File: src/rtl/score_bcd_display_if.sv
`default_nettype none
// +----------------------------------------------------------------------------+
// | Module      : score_bcd_display_if                                         |
// | Description : Frame trigger, score input and BCD display result bundle     |
// |               for score_bcd_display.                                       |
// | Revision    : 1.0 - initial release                                        |
// +----------------------------------------------------------------------------+
interface score_bcd_display_if #(
   parameter int SCORE_W = 11,
   parameter int DIGITS  = 4
);
   logic                  frame_vs;
   logic [SCORE_W-1:0]    score;
   logic [4*DIGITS-1:0]   bcd;
   logic [DIGITS-1:0]     digit_blank;
   logic                  overflow;
   logic                  busy;
   logic                  done;

   // Game side: supplies the frame trigger and score, consumes the digits
   modport master (
      output frame_vs, score,
      input  bcd, digit_blank, overflow, busy, done
   );

   // Converter side
   modport slave (
      input  frame_vs, score,
      output bcd, digit_blank, overflow, busy, done
   );
endinterface
`default_nettype wire

File: src/rtl/score_bcd_display.sv
`default_nettype none
// +----------------------------------------------------------------------------+
// | Module      : score_bcd_display                                            |
// | Description : Once-per-frame binary score to BCD conversion (iterative     |
// |               double-dabble, one bit per clock) with leading-zero blank    |
// |               flags and saturation to all 9s on overflow.                  |
// | Revision    : 1.0 - initial release                                        |
// +----------------------------------------------------------------------------+
module score_bcd_display #(
   parameter int SCORE_W = 11,
   parameter int DIGITS  = 4
) (
   input  logic                 Clk,
   input  logic                 Reset_n,
   score_bcd_display_if.slave   bus
);

   localparam int          CNT_W     = $clog2(SCORE_W + 1);
   localparam int          BCD_W     = 4 * DIGITS;
   localparam logic [31:0] OVF_LIMIT = 32'(10 ** DIGITS);
   localparam logic [BCD_W-1:0]  ALL_NINES   = {DIGITS{4'h9}};
   localparam logic [DIGITS-1:0] BLANK_RESET = {{(DIGITS-1){1'b1}}, 1'b0};

   typedef enum logic [1:0] {
      IDLE  = 2'd0,
      SHIFT = 2'd1,
      LATCH = 2'd2
   } state_t;

   state_t               state_q, state_d;

   logic                 vs_s1_q, vs_s2_q, vs_s3_q;
   logic                 vs_rise;

   logic [SCORE_W-1:0]   bin_sr_q, bin_sr_d;
   logic [BCD_W-1:0]     scratch_q, scratch_d;
   logic [CNT_W-1:0]     cnt_q, cnt_d;
   logic                 ovf_q, ovf_d;

   logic [BCD_W-1:0]     bcd_q, bcd_d;
   logic [DIGITS-1:0]    blank_q, blank_d;
   logic                 overflow_q, overflow_d;
   logic                 done_q, done_d;

   logic [BCD_W-1:0]     adj;
   logic [BCD_W-1:0]     bcd_new;
   logic [DIGITS-1:0]    blank_new;
   logic                 score_ovf;

   // frame_vs is asynchronous to Clk: synchronise, then keep one more stage for edge detect
   always_ff @(posedge Clk or negedge Reset_n) begin
      if (!Reset_n) begin
         vs_s1_q <= 1'b0;
         vs_s2_q <= 1'b0;
         vs_s3_q <= 1'b0;
      end else begin
         vs_s1_q <= bus.frame_vs;
         vs_s2_q <= vs_s1_q;
         vs_s3_q <= vs_s2_q;
      end
   end

   assign vs_rise   = vs_s2_q & ~vs_s3_q;
   assign score_ovf = (32'(bus.score) >= OVF_LIMIT);

   // Double-dabble correction: every nibble >= 5 gets +3 before the shift
   for (genvar n = 0; n < DIGITS; n++) begin : g_adj
      assign adj[4*n +: 4] = (scratch_q[4*n +: 4] >= 4'd5) ? (scratch_q[4*n +: 4] + 4'd3)
                                                            : scratch_q[4*n +: 4];
   end

   // Value about to be latched; saturates so the display reads all 9s
   assign bcd_new = ovf_q ? ALL_NINES : scratch_q;

   // Digit i is blank when it and every more significant digit are zero; digit 0 always shows
   for (genvar i = 0; i < DIGITS; i++) begin : g_blank
      if (i == 0) begin : g_lsd
         assign blank_new[i] = 1'b0;
      end else begin : g_upper
         assign blank_new[i] = (bcd_new[BCD_W-1:4*i] == '0);
      end
   end

   // State and datapath registers; reset abandons any conversion in flight
   always_ff @(posedge Clk or negedge Reset_n) begin
      if (!Reset_n) begin
         state_q    <= IDLE;
         bin_sr_q   <= '0;
         scratch_q  <= '0;
         cnt_q      <= '0;
         ovf_q      <= 1'b0;
         bcd_q      <= '0;
         blank_q    <= BLANK_RESET;
         overflow_q <= 1'b0;
         done_q     <= 1'b0;
      end else begin
         state_q    <= state_d;
         bin_sr_q   <= bin_sr_d;
         scratch_q  <= scratch_d;
         cnt_q      <= cnt_d;
         ovf_q      <= ovf_d;
         bcd_q      <= bcd_d;
         blank_q    <= blank_d;
         overflow_q <= overflow_d;
         done_q     <= done_d;
      end
   end

   // Next-state and datapath updates; a vs rise outside IDLE is dropped, not queued
   always_comb begin
      state_d    = state_q;
      bin_sr_d   = bin_sr_q;
      scratch_d  = scratch_q;
      cnt_d      = cnt_q;
      ovf_d      = ovf_q;
      bcd_d      = bcd_q;
      blank_d    = blank_q;
      overflow_d = overflow_q;
      done_d     = 1'b0;

      case (state_q)
         IDLE: begin
            if (vs_rise) begin
               bin_sr_d  = bus.score;
               scratch_d = '0;
               cnt_d     = CNT_W'(SCORE_W);
               ovf_d     = score_ovf;
               state_d   = SHIFT;
            end
         end
         SHIFT: begin
            // Bits pushed past the top of scratch only occur in the overflow case
            scratch_d = {adj[BCD_W-2:0], bin_sr_q[SCORE_W-1]};
            bin_sr_d  = {bin_sr_q[SCORE_W-2:0], 1'b0};
            cnt_d     = cnt_q - CNT_W'(1);
            if (cnt_q == CNT_W'(1)) begin
               state_d = LATCH;
            end
         end
         LATCH: begin
            bcd_d      = bcd_new;
            blank_d    = blank_new;
            overflow_d = ovf_q;
            done_d     = 1'b1;
            state_d    = IDLE;
         end
         default: begin
            state_d = IDLE;
         end
      endcase
   end

   assign bus.bcd         = bcd_q;
   assign bus.digit_blank = blank_q;
   assign bus.overflow    = overflow_q;
   assign bus.done        = done_q;
   assign bus.busy        = (state_q != IDLE);

endmodule
`default_nettype wire

File: src/flat_wrapper.sv
// flat-port wrapper written by rule: the top's interface ports become plain ports
module score_bcd_display_flat 
#(
   parameter int SCORE_W = 11,
   parameter int DIGITS  = 4
)
  (Clk, Reset_n, bus_frame_vs, bus_score, bus_bcd, bus_digit_blank, bus_overflow, bus_busy, bus_done);
  score_bcd_display_if #(.SCORE_W(SCORE_W), .DIGITS(DIGITS)) bus_i ();
  input  logic Clk;
  input  logic Reset_n;
  input wire logic [$bits(bus_i.frame_vs)-1:0] bus_frame_vs;
  input wire logic [$bits(bus_i.score)-1:0] bus_score;
  output wire logic [$bits(bus_i.bcd)-1:0] bus_bcd;
  output wire logic [$bits(bus_i.digit_blank)-1:0] bus_digit_blank;
  output wire logic [$bits(bus_i.overflow)-1:0] bus_overflow;
  output wire logic [$bits(bus_i.busy)-1:0] bus_busy;
  output wire logic [$bits(bus_i.done)-1:0] bus_done;
  assign bus_i.frame_vs = bus_frame_vs;
  assign bus_i.score = bus_score;
  assign bus_bcd = bus_i.bcd;
  assign bus_digit_blank = bus_i.digit_blank;
  assign bus_overflow = bus_i.overflow;
  assign bus_busy = bus_i.busy;
  assign bus_done = bus_i.done;
  score_bcd_display #(.SCORE_W(SCORE_W), .DIGITS(DIGITS)) u_core (.Clk(Clk), .Reset_n(Reset_n), .bus(bus_i));
endmodule
File: config.mk
export PLATFORM = sky130hd
export DESIGN_NAME = score_bcd_display_flat
export DESIGN_NICKNAME = d
export VERILOG_FILES = /design/src/rtl/score_bcd_display_if.sv /design/src/rtl/score_bcd_display.sv /design/src/flat_wrapper.sv
export SDC_FILE = /design/constraint.sdc
export NUM_CORES = 1
export LEC_CHECK = 0
export CORE_MARGIN = 5
export CORE_UTILIZATION = 40
export CTS_BUF_LIST = sky130_fd_sc_hd__clkbuf_8
export CTS_CLUSTER_SIZE = 20
export DETAILED_ROUTE_END_ITERATION = 10
export PLACE_DENSITY = 0.74
export SLEW_MARGIN = 10
export SYNTH_ARGS = -nofsm -noshare
export SYNTH_HDL_FRONTEND = slang
export SYNTH_SLANG_ARGS = --single-unit
File: constraint.sdc
create_clock -name Clk -period 1.5 [get_ports Clk]
set_input_delay 0.45 -clock Clk [delete_from_list [all_inputs] [get_ports Clk]]
set_output_delay 0.45 -clock Clk [all_outputs]
set_load 0.01 [all_outputs]
==> results_dict.tcl <==
set metrics [dict create \
    portBuffers 34 \
    htree_levels 2 \
    layout_setup_ws_ns 0.0531 \
    cp.arrival_ns 1.00 \
    layout-drive-gt1-share_pct 16.4 \
    holdBufCountCts 0 \
    status "complete, no violations" \
    syn_avg_cell_area_um2 10.8 \
    p_int_mw 4.25 \
    first_pass_iters 6 \
    place_congestion 0.825 \
    fp.dieH_um 89.8 \
    final.period_utilization_pct 96.5 \
    crit_path_max_incr_delay_ns 0.40 \
    p_sw_mw 2.40 \
    worstSetupPathType "flip-flop to output pin" \
    die_w_um 89.8 \
    post-route-cell-area_mm2 0.00324 \
    grt_setup_unrepaired "true" \
    finalSetupViolCount 0 \
    grt_pass1_wl_um 8980 \
    start_util_pct 40.5 \
    cp_slowest_cell "dfrtp_1" \
    final_util_pct 51.6 \
    power_frac_comb_pct 45.2 \
    route.vias.total 1806 \
    synth_top_area_cell "dfrtp_1" \
    drt_wl_total_um 4910 \
    path_clk_slew_ns 0.10 \
    cts_tree "done" \
    crit_buf_inv 2 \
    synthCells 235 \
    post-route-min-period_ns 1.45 \
    fin_skew_ns 0.00839 \
    wl_per_cell_um 13.5 \
    netSwitchingFraction_pct 36.1 \
    hold_class "primary input to asynchronous set/reset pin" \
    netlist_top_cells_area "dfrtp_1 52%, nand2_1 5.0%, ha_1 4.9%, mux2i_1 3.9%, o21ai_1 3.3%" \
    grt.overflow.total 0 \
    drt-initial-drc-count 71 \
    synth_commonest_cells "53 x dfrtp_1, 34 x nand2_1, 17 x o21ai_1" \
    crit_family "flip-flops" \
    fillerInstances 571 \
    ys.flop_type "dfrtp_1" \
    power_density_mw_per_mm2 2060 \
    root_buffer "clkbuf_8" \
    yosysSeqAreaShare_pct 55.2 \
    clkPwrFrac_pct 17.2 \
    hold_viol 0 \
    p_leak_nw 1.59 \
    end_kind "output pin" \
    synth.most_common_cell "dfrtp_1" \
    p_total_mw 6.65 \
    max_freq_ghz 0.691 \
    areaGrowthSynthToFinish_pct 27.2 \
    drtAntennaViolNets 0 \
    row_count 29 \
    cts_buffers 5 \
    setup_tns_ns 0 \
    p_seq_share_pct 37.7 \
    ys_ff_latch 56 \
    viasPerCell 4.96 \
    antenna_cells 0 \
    ios 37 \
    yosys_warnings 0 \
    synth_area_mm2 0.00254 \
    first_global_vias 1950 \
    place_hpwl_um 3390 \
    clk_path_buf_depth 2 \
    startpoint_type "flip-flop" \
    final_max_slew_viol_count 0 \
    drc 0 \
    pre_cts_ws_ns 0.0127 \
    critPathMaxFanout 2 \
    clk_latency_ns 0.31 \
    yosysTopAreaCellShare_pct 52.1 \
    cp.required_ns 1.05 \
    placed_cell_area_mm2 0.00311 \
    final_nets 310 \
    antenna_found_initial 0 \
    core-area_mm2 0.00628 \
    cts_num_sinks 56 \
    grtUsageTotal_pct 13.2 \
    dieArea_mm2 0.00806 \
    grt_max_degree 41 \
    path_cells "nor2_2 > inv_1 > buf_6" \
    async_reset_ff_share_pct 100 \
    cap_violations 0 \
    yosys.cell_types.count 35 \
    irDropWorstVdd_v 0.00101 \
    synth_edf_count 0 \
]
==> cells by family after synthesis <==
group | share of synthesized area, %
and+or+nand+nor | 11.7
DFF | 55.2
AOI/OAI and AO/OA | 13.3
buffers and inverters | 4.87
muxes | 7.47
adders and majority gates | 4.92
xor gates and xnor gates | 2.41
other | 0.147
==> worst register-to-register path, stage by stage (launching register included) <==
cell,delay [ns]
dfrtp_1,0.40
inv_1,0.12
ha_1,0.21
nand2b_1,0.08
a21oi_2,0.24
xnor2_1,0.15
o22ai_1,0.08
==> timing repair <==
item | CTS | global route
pin swaps | 1 | 1
resized for setup | 34 | 6
cloned | 0 | 0
setup endpoints to repair | 21 | 8
setup buffers | 1 | 1
==> layout make-up <==
class | instances | area [um^2] | share of cell area, %
clock inverter | 3 | 63.8 | 1.97
tap | 77 | 96.3 | 2.98
sequential | 56 | 1410 | 43.4
inverter | 12 | 45.0 | 1.39
timing repair buffer | 55 | 520 | 16.1
clock buffer | 5 | 68.8 | 2.13
multi-input combinational | 156 | 1040 | 32.1
==> metal layers <==
layer  routed length, um  global-route usage (%)
met3                 256                    3.76
met4                  80                    3.40
met1                2160                    16.1
met2                2410                    22.7
met5                   0                       0
==> through the flow <==
stage                     instances  hold slack (ns)
after global placement          354            0.334
after CTS                       363            0.102
after floorplan                 236            0.154
after detailed placement        354            0.348
after global routing            364            0.113
final                           364           0.0964
==> sequential cells by signal, indices dropped and copies added (netlist names) <==
signal                  cells
u_core.bus.bcd             16
u_core.scratch_q           16
u_core.bin_sr_q            11
u_core.cnt_q                4
u_core.bus.digit_blank      3
u_core.state_q              2
u_core.bus.done             1
u_core.vs_s1_q              1
u_core.vs_s2_q              1
u_core.vs_s3_q              1
==> power groups by stage <==
stage	sequential, mW	combinational [mW]	clock [mW]
2_1_floorplan	2.54	1.82	0
3_3_place_gp	2.50	2.97	0
3_5_place_dp	2.53	3.06	0
4_1_cts	2.50	2.98	1.17
5_1_grt	2.58	3.43	1.22
6_report	2.51	3.01	1.14
==> cell usage in the layout, fill, tap and decap left out, types with 5 or more instances in the layout <==
cell	Yosys	layout
buf_4	5	16
nor3_1	6	6
clkdlybuf4s50_1	0	12
o21ai_0	16	16
inv_1	12	11
dfrtp_1	53	53
buf_12	0	5
o21ai_1	17	17
ha_1	10	9
nor2_1	6	5
dlygate4sd2_1	0	17
mux2_1	7	7
mux2i_1	10	10
clkbuf_8	0	5
nand3_1	8	8
nand2_1	34	34
nand2b_1	6	6
==> worst paths after layout <==
path                            slack [ns]  cells after the start                       startpoint                                     to
worst max-delay path                  0.05                      3    u_core.state_q[0]$_DFFE_PN0P_                               bus_busy
worst min-delay path                   0.1                      2                          Reset_n         u_core.bin_sr_q[8]$_DFFE_PN0P_
worst max register to register        0.12                      6  u_core.scratch_q[1]$_DFFE_PN0P_        u_core.scratch_q[1]$_DFFE_PN0P_
worst min register to register        0.36                      0         u_core.vs_s1_q$_DFF_PN0_               u_core.vs_s2_q$_DFF_PN0_
max in group asynchronous             1.14                      2                          Reset_n  u_core.bus.digit_blank[2]$_DFFE_PN1P_
min in group Clk                      0.36                      0         u_core.vs_s1_q$_DFF_PN0_               u_core.vs_s2_q$_DFF_PN0_
No activity file was read; power rests on OpenSTA's default activity.
